`config.mk`:
```
export PLATFORM = sky130hd
export DESIGN_NAME = fnd_scan_driver
export DESIGN_NICKNAME = d
export VERILOG_FILES = /design/src/rtl/fnd_scan_driver.sv
export SDC_FILE = /design/constraint.sdc
export NUM_CORES = 1
export LEC_CHECK = 0
export BUFFER_PORTS_ARGS = -buffer_cell sky130_fd_sc_hd__clkbuf_2
export CAP_MARGIN = 30
export CORE_ASPECT_RATIO = 2
export CORE_MARGIN = 1.5
export CORE_UTILIZATION = 55
export CTS_BUF_LIST = sky130_fd_sc_hd__clkbuf_4 sky130_fd_sc_hd__clkbuf_8 sky130_fd_sc_hd__clkbuf_16
export DETAILED_ROUTE_END_ITERATION = 10
export PLACE_DENSITY = 0.73
export SYNTH_ARGS = -nofsm -noshare
export SYNTH_HDL_FRONTEND = slang
export SYNTH_SLANG_ARGS = --single-unit
```
`constraint.sdc`:
```
create_clock -name clk -period 2.44 [get_ports clk]
set_input_delay 0.122 -clock clk [delete_from_list [all_inputs] [get_ports clk]]
set_output_delay 0.122 -clock clk [all_outputs]
set_load 0.02 [all_outputs]
```
`src/rtl/fnd_scan_driver.sv`:
```
// Binary count -> 4 BCD digits (serial double-dabble, 16 cycles sample to o_bcd), scanned onto a 4-digit
// common-anode display at SCAN_HZ per digit; no backpressure, input changes mid-conversion are picked up on return to IDLE.
module fnd_scan_driver #(
  parameter int CLK_HZ        = 100_000_000,
  parameter int SCAN_HZ       = 1000,
  parameter bit BLANK_LEADING = 1'b1
) (
  input  logic        clk,
  input  logic        reset,
  input  logic [13:0] digit,
  input  logic [3:0]  i_dp,
  output logic [3:0]  fndCom,
  output logic [7:0]  fndFont,
  output logic [15:0] o_bcd,
  output logic        o_busy
);

  localparam int DIV = CLK_HZ / SCAN_HZ;
  localparam int PW  = (DIV > 1) ? $clog2(DIV) : 1;
  localparam logic [PW-1:0] PS_LAST = PW'(DIV - 1);

  typedef enum logic [1:0] {IDLE, SHIFT, DONE} state_t;

  state_t      state, state_nxt;
  logic [13:0] src_q, src_nxt;
  logic [13:0] bin_q, bin_nxt;
  logic [15:0] scr_q, scr_nxt, scr_adj;
  logic [15:0] bcd_nxt;
  logic [3:0]  cnt_q, cnt_nxt;
  logic [13:0] clamped;

  assign clamped = (digit > 14'd9999) ? 14'd9999 : digit;
  assign o_busy  = (state != IDLE);

  always_comb begin
    scr_adj = scr_q;
    for (int i = 0; i < 4; i++) begin
      if (scr_q[4*i +: 4] >= 4'd5) scr_adj[4*i +: 4] = scr_q[4*i +: 4] + 4'd3;
    end
  end

  // src_q holds the raw input so an out-of-range value is not reconverted every pass
  always_comb begin
    state_nxt = state;
    src_nxt   = src_q;
    bin_nxt   = bin_q;
    scr_nxt   = scr_q;
    cnt_nxt   = cnt_q;
    bcd_nxt   = o_bcd;
    case (state)
      IDLE: begin
        if (digit != src_q) begin
          src_nxt   = digit;
          bin_nxt   = clamped;
          scr_nxt   = 16'h0000;
          cnt_nxt   = 4'd14;
          state_nxt = SHIFT;
        end
      end
      SHIFT: begin
        scr_nxt = {scr_adj[14:0], bin_q[13]};
        bin_nxt = {bin_q[12:0], 1'b0};
        cnt_nxt = cnt_q - 4'd1;
        if (cnt_q == 4'd1) state_nxt = DONE;
      end
      DONE: begin
        bcd_nxt   = scr_q;
        state_nxt = IDLE;
      end
      default: state_nxt = IDLE;
    endcase
  end

  always_ff @(posedge clk or negedge reset) begin
    if (!reset) begin
      state <= IDLE;
      src_q <= '0;
      bin_q <= '0;
      scr_q <= '0;
      cnt_q <= '0;
      o_bcd <= '0;
    end else begin
      state <= state_nxt;
      src_q <= src_nxt;
      bin_q <= bin_nxt;
      scr_q <= scr_nxt;
      cnt_q <= cnt_nxt;
      o_bcd <= bcd_nxt;
    end
  end

  logic [PW-1:0] ps_q;
  logic [1:0]    idx_q;
  logic          tick;

  assign tick = (ps_q == PS_LAST);

  always_ff @(posedge clk or negedge reset) begin
    if (!reset) begin
      ps_q  <= '0;
      idx_q <= '0;
    end else begin
      ps_q <= tick ? '0 : ps_q + 1'b1;
      if (tick) idx_q <= idx_q + 2'd1;
    end
  end

  function automatic logic [6:0] seg7(input logic [3:0] n);
    case (n)
      4'd0:    seg7 = 7'h40;
      4'd1:    seg7 = 7'h79;
      4'd2:    seg7 = 7'h24;
      4'd3:    seg7 = 7'h30;
      4'd4:    seg7 = 7'h19;
      4'd5:    seg7 = 7'h12;
      4'd6:    seg7 = 7'h02;
      4'd7:    seg7 = 7'h78;
      4'd8:    seg7 = 7'h00;
      4'd9:    seg7 = 7'h10;
      default: seg7 = 7'h7F;
    endcase
  endfunction

  logic [3:0] blank;
  logic [3:0] nib;
  logic [3:0] com_nxt;
  logic [7:0] font_nxt;

  // A digit blanks only when it and every digit above it are zero
  always_comb begin
    blank    = 4'b0000;
    blank[3] = BLANK_LEADING && (o_bcd[15:12] == 4'd0);
    blank[2] = blank[3] && (o_bcd[11:8] == 4'd0);
    blank[1] = blank[2] && (o_bcd[7:4] == 4'd0);
    nib      = o_bcd[{idx_q, 2'b00} +: 4];
    com_nxt  = ~(4'b0001 << idx_q);
    font_nxt = {~i_dp[idx_q], blank[idx_q] ? 7'h7F : seg7(nib)};
  end

  always_ff @(posedge clk or negedge reset) begin
    if (!reset) begin
      fndCom  <= 4'b1110;
      fndFont <= 8'hC0;
    end else begin
      fndCom  <= com_nxt;
      fndFont <= font_nxt;
    end
  end

endmodule

```
==> metrics.sh <==
LAYOUT.CELLS.MOST_COMMON_LIST='sky130_fd_sc_hd__dfrtp_1 (92), sky130_fd_sc_hd__clkbuf_2 (47), sky130_fd_sc_hd__o21ai_0 (33), sky130_fd_sc_hd__nand2_1 (33), sky130_fd_sc_hd__inv_1 (28)'
DRT_FIRST_ITER_VIOLATIONS=192
EFFECTIVE_UTILIZATION_AT_FLOORPLAN=0.569
SYNTH.CELL_AREA_UM2=4720
GRT_SETUP_UNREPAIRED='false'
ASYNC_FLOP_SHARE=1.00
HOLD_PATH.CLASS='input port to flop'
GRT_OVERFLOW=0
WORST-SETUP-PATH-TYPE='flop to flop'
FIN_SETUP_TNS_NS=0
LAYOUT_COMMONEST_CELL='sky130_fd_sc_hd__dfrtp_1'
CLK_LATENCY_WORST_SKEW_PAIR_NS=0.34
GLOBALROUTETOTALUTIL=0.236
LAYOUTNONFILLERINSTCOUNT=582
CTS.REPORTEDPATHS.CLKPINSLEW_NS=0.06
WORST-ENDPOINT-ARRIVAL_NS=2.45
WORST_MARGIN_PIN_SLEW_NS=0.572
POST-SYNTH-TOP-AREA-CELL='sky130_fd_sc_hd__dfrtp_1'
SYNTH_ENABLE_FLOP_CELLS=0
CORE_UM2=8290
SETUP_VIOL=0
FLOW.AREA_GROWTH_FROM_SYNTHESIS_PCT=15.4
AVGROUTEDWIREPERCELL_UM=16.7
SYNTH.YOSYS.SEQ_AREA_SHARE=0.516
CTS.ROOT.BUFFER_CELL='sky130_fd_sc_hd__clkbuf_16'
NUM_ROWS=47
HOLD_VIOL_FINAL=0
GRT_ANTENNA_BEFORE_REPAIR=0
SYNTH-COMPOUND-AREA-SHARE=0.121
CTS_RESIZED=0
ANTENNA_VIOLATING_NETS_POST_ROUTE=0
IR_DROP_V=0.000730
WORST_EP_REQUIRED_TIME_NS=2.67
DRC_ERRORS=0
PLACED_CELLS=565
CLOCK_PATH_BUFFERS=2
GRT_PASS1_WL_UM=16000
CTS_INSERTED_BUFFERS=9
POSTSYNTH.TOPFLOPCELL='sky130_fd_sc_hd__dfrtp_1'
PATH_MAX_FANOUT=3
PRECTSSETUPSLACK_NS=0.223
SYNTHESIS.INSTANCES=423
SYNTH-XOR-AREA-SHARE=0.0686
SYNTH.AREA.MUX_SHARE=0.0875
GRT_MAX_DEGREE=53
FP.DIEAREA_UM2=9180
DRT_PRE_ANTENNA_ITERS=4
NET_TOTAL_IN_THE_FINAL_LAYOUT=519
POSTLAYOUTSETUPSLACKWORST_NS=0.224
START_KIND='flop'
OUTCOME='finished clean'
SYNTHESIS.YOSYS.WARNINGS=0
GRT_PASS1_VIAS=3387
DRV.MAX_CAP_VIOLATION_COUNT=0
TRITONCTS='built'
FIN_WORST_SKEW_NS=0.00597
CP-END-KIND='flop'
PORTBUFFERS=48
GP_ROUTABILITY_CONGESTION=0.868
FINAL.FILL_COUNT=615
P_PER_AREA_nW_PER_UM2=1200
DIODES=0
HTREEDEPTH=3
CTS.SINKS=97
ROUTED_WIRELENGTH_UM=9730
DIE_H_UM=134
DP_HPWL_UM=7240
SYNTH_LARGEST_TYPE_AREA_FRACTION=0.488
COMBINATIONAL_FAMILY_WITH_THE_MOST_AREA_AFTER_SYNTHESIS='compound AO/OA/AOI/OAI gates'
LAYOUT-DRIVE-GT1-SHARE=0.262
LAYOUT_WORST_PATH_CYCLE_SHARE=0.908
SYNTH_TOP_CELLS_BY_AREA='sky130_fd_sc_hd__dfrtp_1 (49%), sky130_fd_sc_hd__mux2_2 (5.7%), sky130_fd_sc_hd__ha_1 (5.3%)'
MAX_FREQ_MHz=451
DESIGN.PORTCOUNT=49
REPORT.FINAL.SLEW_VIOL_COUNT=0
YOSYS.AREA_SHARE.ADDER=0.0530
ROUTED_VIA_DENSITY=5.79
SLEW-LIMIT-HEADROOM=0.619
SYNTHSIMPLEGATEAREAFRAC=0.116
SYNTH.LIB_CELLS_USED.DISTINCT=45
TIMING.FINAL.CRIT_PERIOD_NS=2.22
DIE_W_UM=68.5
POSTSYNTHREGISTERBITS=97
P_LEAK_nW=2.59
ROUTE.VIAS.TOTAL=3370
SYN_AVG_CELL_AREA_UM2=11.2
SYN_NETS=463
## layout make-up
cell class              instances  area [um^2]  share of cell area
clock buffers                  11          240              0.0441
flip-flops and latches         97         2430               0.447
inverters                      28          105              0.0193
multi-input cells             281         2100               0.386
clock inverters                 5         80.1              0.0147
well taps                      98          123              0.0225
repair buffers                 62          363              0.0666
## metal layers
layer  global-route usage  up-vias  part of all wire
li1                     -     1594                 -
met2                0.415       81              0.56
met4                0.134        0             0.041
met3               0.0344       28             0.030
met5                    0        -                 0
met1                0.255     1667              0.37
## worst paths after layout
kind,to,cells past startpoint,slack (ns),start
min reg2reg,ps_q[4],1,0.49,ps_q[4]
min in group asynchronous,ps_q[0],2,0.32,reset
max,idx_q[1],5,0.22,ps_q[13]
max reg2reg,idx_q[1],5,0.22,ps_q[13]
max in group asynchronous,scr_q[5],3,1.43,reset
min,src_q[5],2,0.08,digit[5]
## synth_stat cells (2+ instances only)
library cell	count
sky130_fd_sc_hd__nand3b_1	2
sky130_fd_sc_hd__xor2_1	12
sky130_fd_sc_hd__o311ai_0	2
sky130_fd_sc_hd__clkbuf_1	13
sky130_fd_sc_hd__nor2_1	22
sky130_fd_sc_hd__nand2b_1	7
sky130_fd_sc_hd__mux4_2	5
sky130_fd_sc_hd__dfstp_2	5
sky130_fd_sc_hd__buf_2	2
sky130_fd_sc_hd__a21o_1	2
sky130_fd_sc_hd__o32ai_1	3
sky130_fd_sc_hd__a22oi_1	4
sky130_fd_sc_hd__a31oi_1	2
sky130_fd_sc_hd__o22ai_1	4
sky130_fd_sc_hd__o21ai_0	33
sky130_fd_sc_hd__a2bb2oi_1	2
sky130_fd_sc_hd__ha_1	20
sky130_fd_sc_hd__nor4_1	3
sky130_fd_sc_hd__xnor2_1	25
sky130_fd_sc_hd__a21oi_1	11
sky130_fd_sc_hd__or4b_1	2
sky130_fd_sc_hd__nand3_1	6
sky130_fd_sc_hd__a22o_1	12
sky130_fd_sc_hd__mux2i_1	3
sky130_fd_sc_hd__dfrtp_1	92
sky130_fd_sc_hd__and3_1	3
sky130_fd_sc_hd__nand4_1	10
sky130_fd_sc_hd__nand2_1	33
sky130_fd_sc_hd__nor3_1	5
sky130_fd_sc_hd__mux2_2	24
sky130_fd_sc_hd__inv_1	28
sky130_fd_sc_hd__o221a_2	6
sky130_fd_sc_hd__or2_2	8
## through the flow
stage	hold slack [ns]	power (mW)	util	instance area, um^2
6_report	0.0758	6.51	0.657	5450
5_1_grt	0.0771	6.94	0.657	5450
4_1_cts	0.0730	6.54	0.657	5450
3_5_place_dp	0.162	5.04	0.617	5120
3_3_place_gp	0.154	4.92	0.617	5120
2_1_floorplan	-0.174	4.33	-	4720
## logic make-up after synthesis
logic type | count (synthesis)
DFF | 97
muxes | 32
xor gates and xnor gates | 37
and+or+nand+nor | 107
AOI/OAI and AO/OA | 85
adders and majority gates | 20
buffers and inverters | 45
## critical path, stage by stage, from the launching register on
cell and delay (ns):
sky130_fd_sc_hd__dfrtp_1 0.40, sky130_fd_sc_hd__or4b_1 0.51, sky130_fd_sc_hd__or4b_1 0.50, sky130_fd_sc_hd__nor4_1 0.15, sky130_fd_sc_hd__and3_2 0.22, sky130_fd_sc_hd__mux2_2 0.32
## power breakdown
group	internal, mW	switching [mW]	leakage [nW]
Sequential	2.16	0.451	1.21
Clock	0.918	0.577	0.153
Combinational	1.13	1.27	1.23
## sequential cells by signal, indices dropped and copies added (netlist names)
signal   count
ps_q        17
cnt_q        4
fndCom       4
state        2
idx_q        2
scr_q       16
src_q       14
fndFont      8
bin_q       14
o_bcd       16
## timing repair
item / in CTS / in global routing
setup buffers: 0 / 0
hold buffers: 1 / 0
hold endpoints to repair: 40 / 0
No activity file was read; power rests on OpenSTA's default activity.
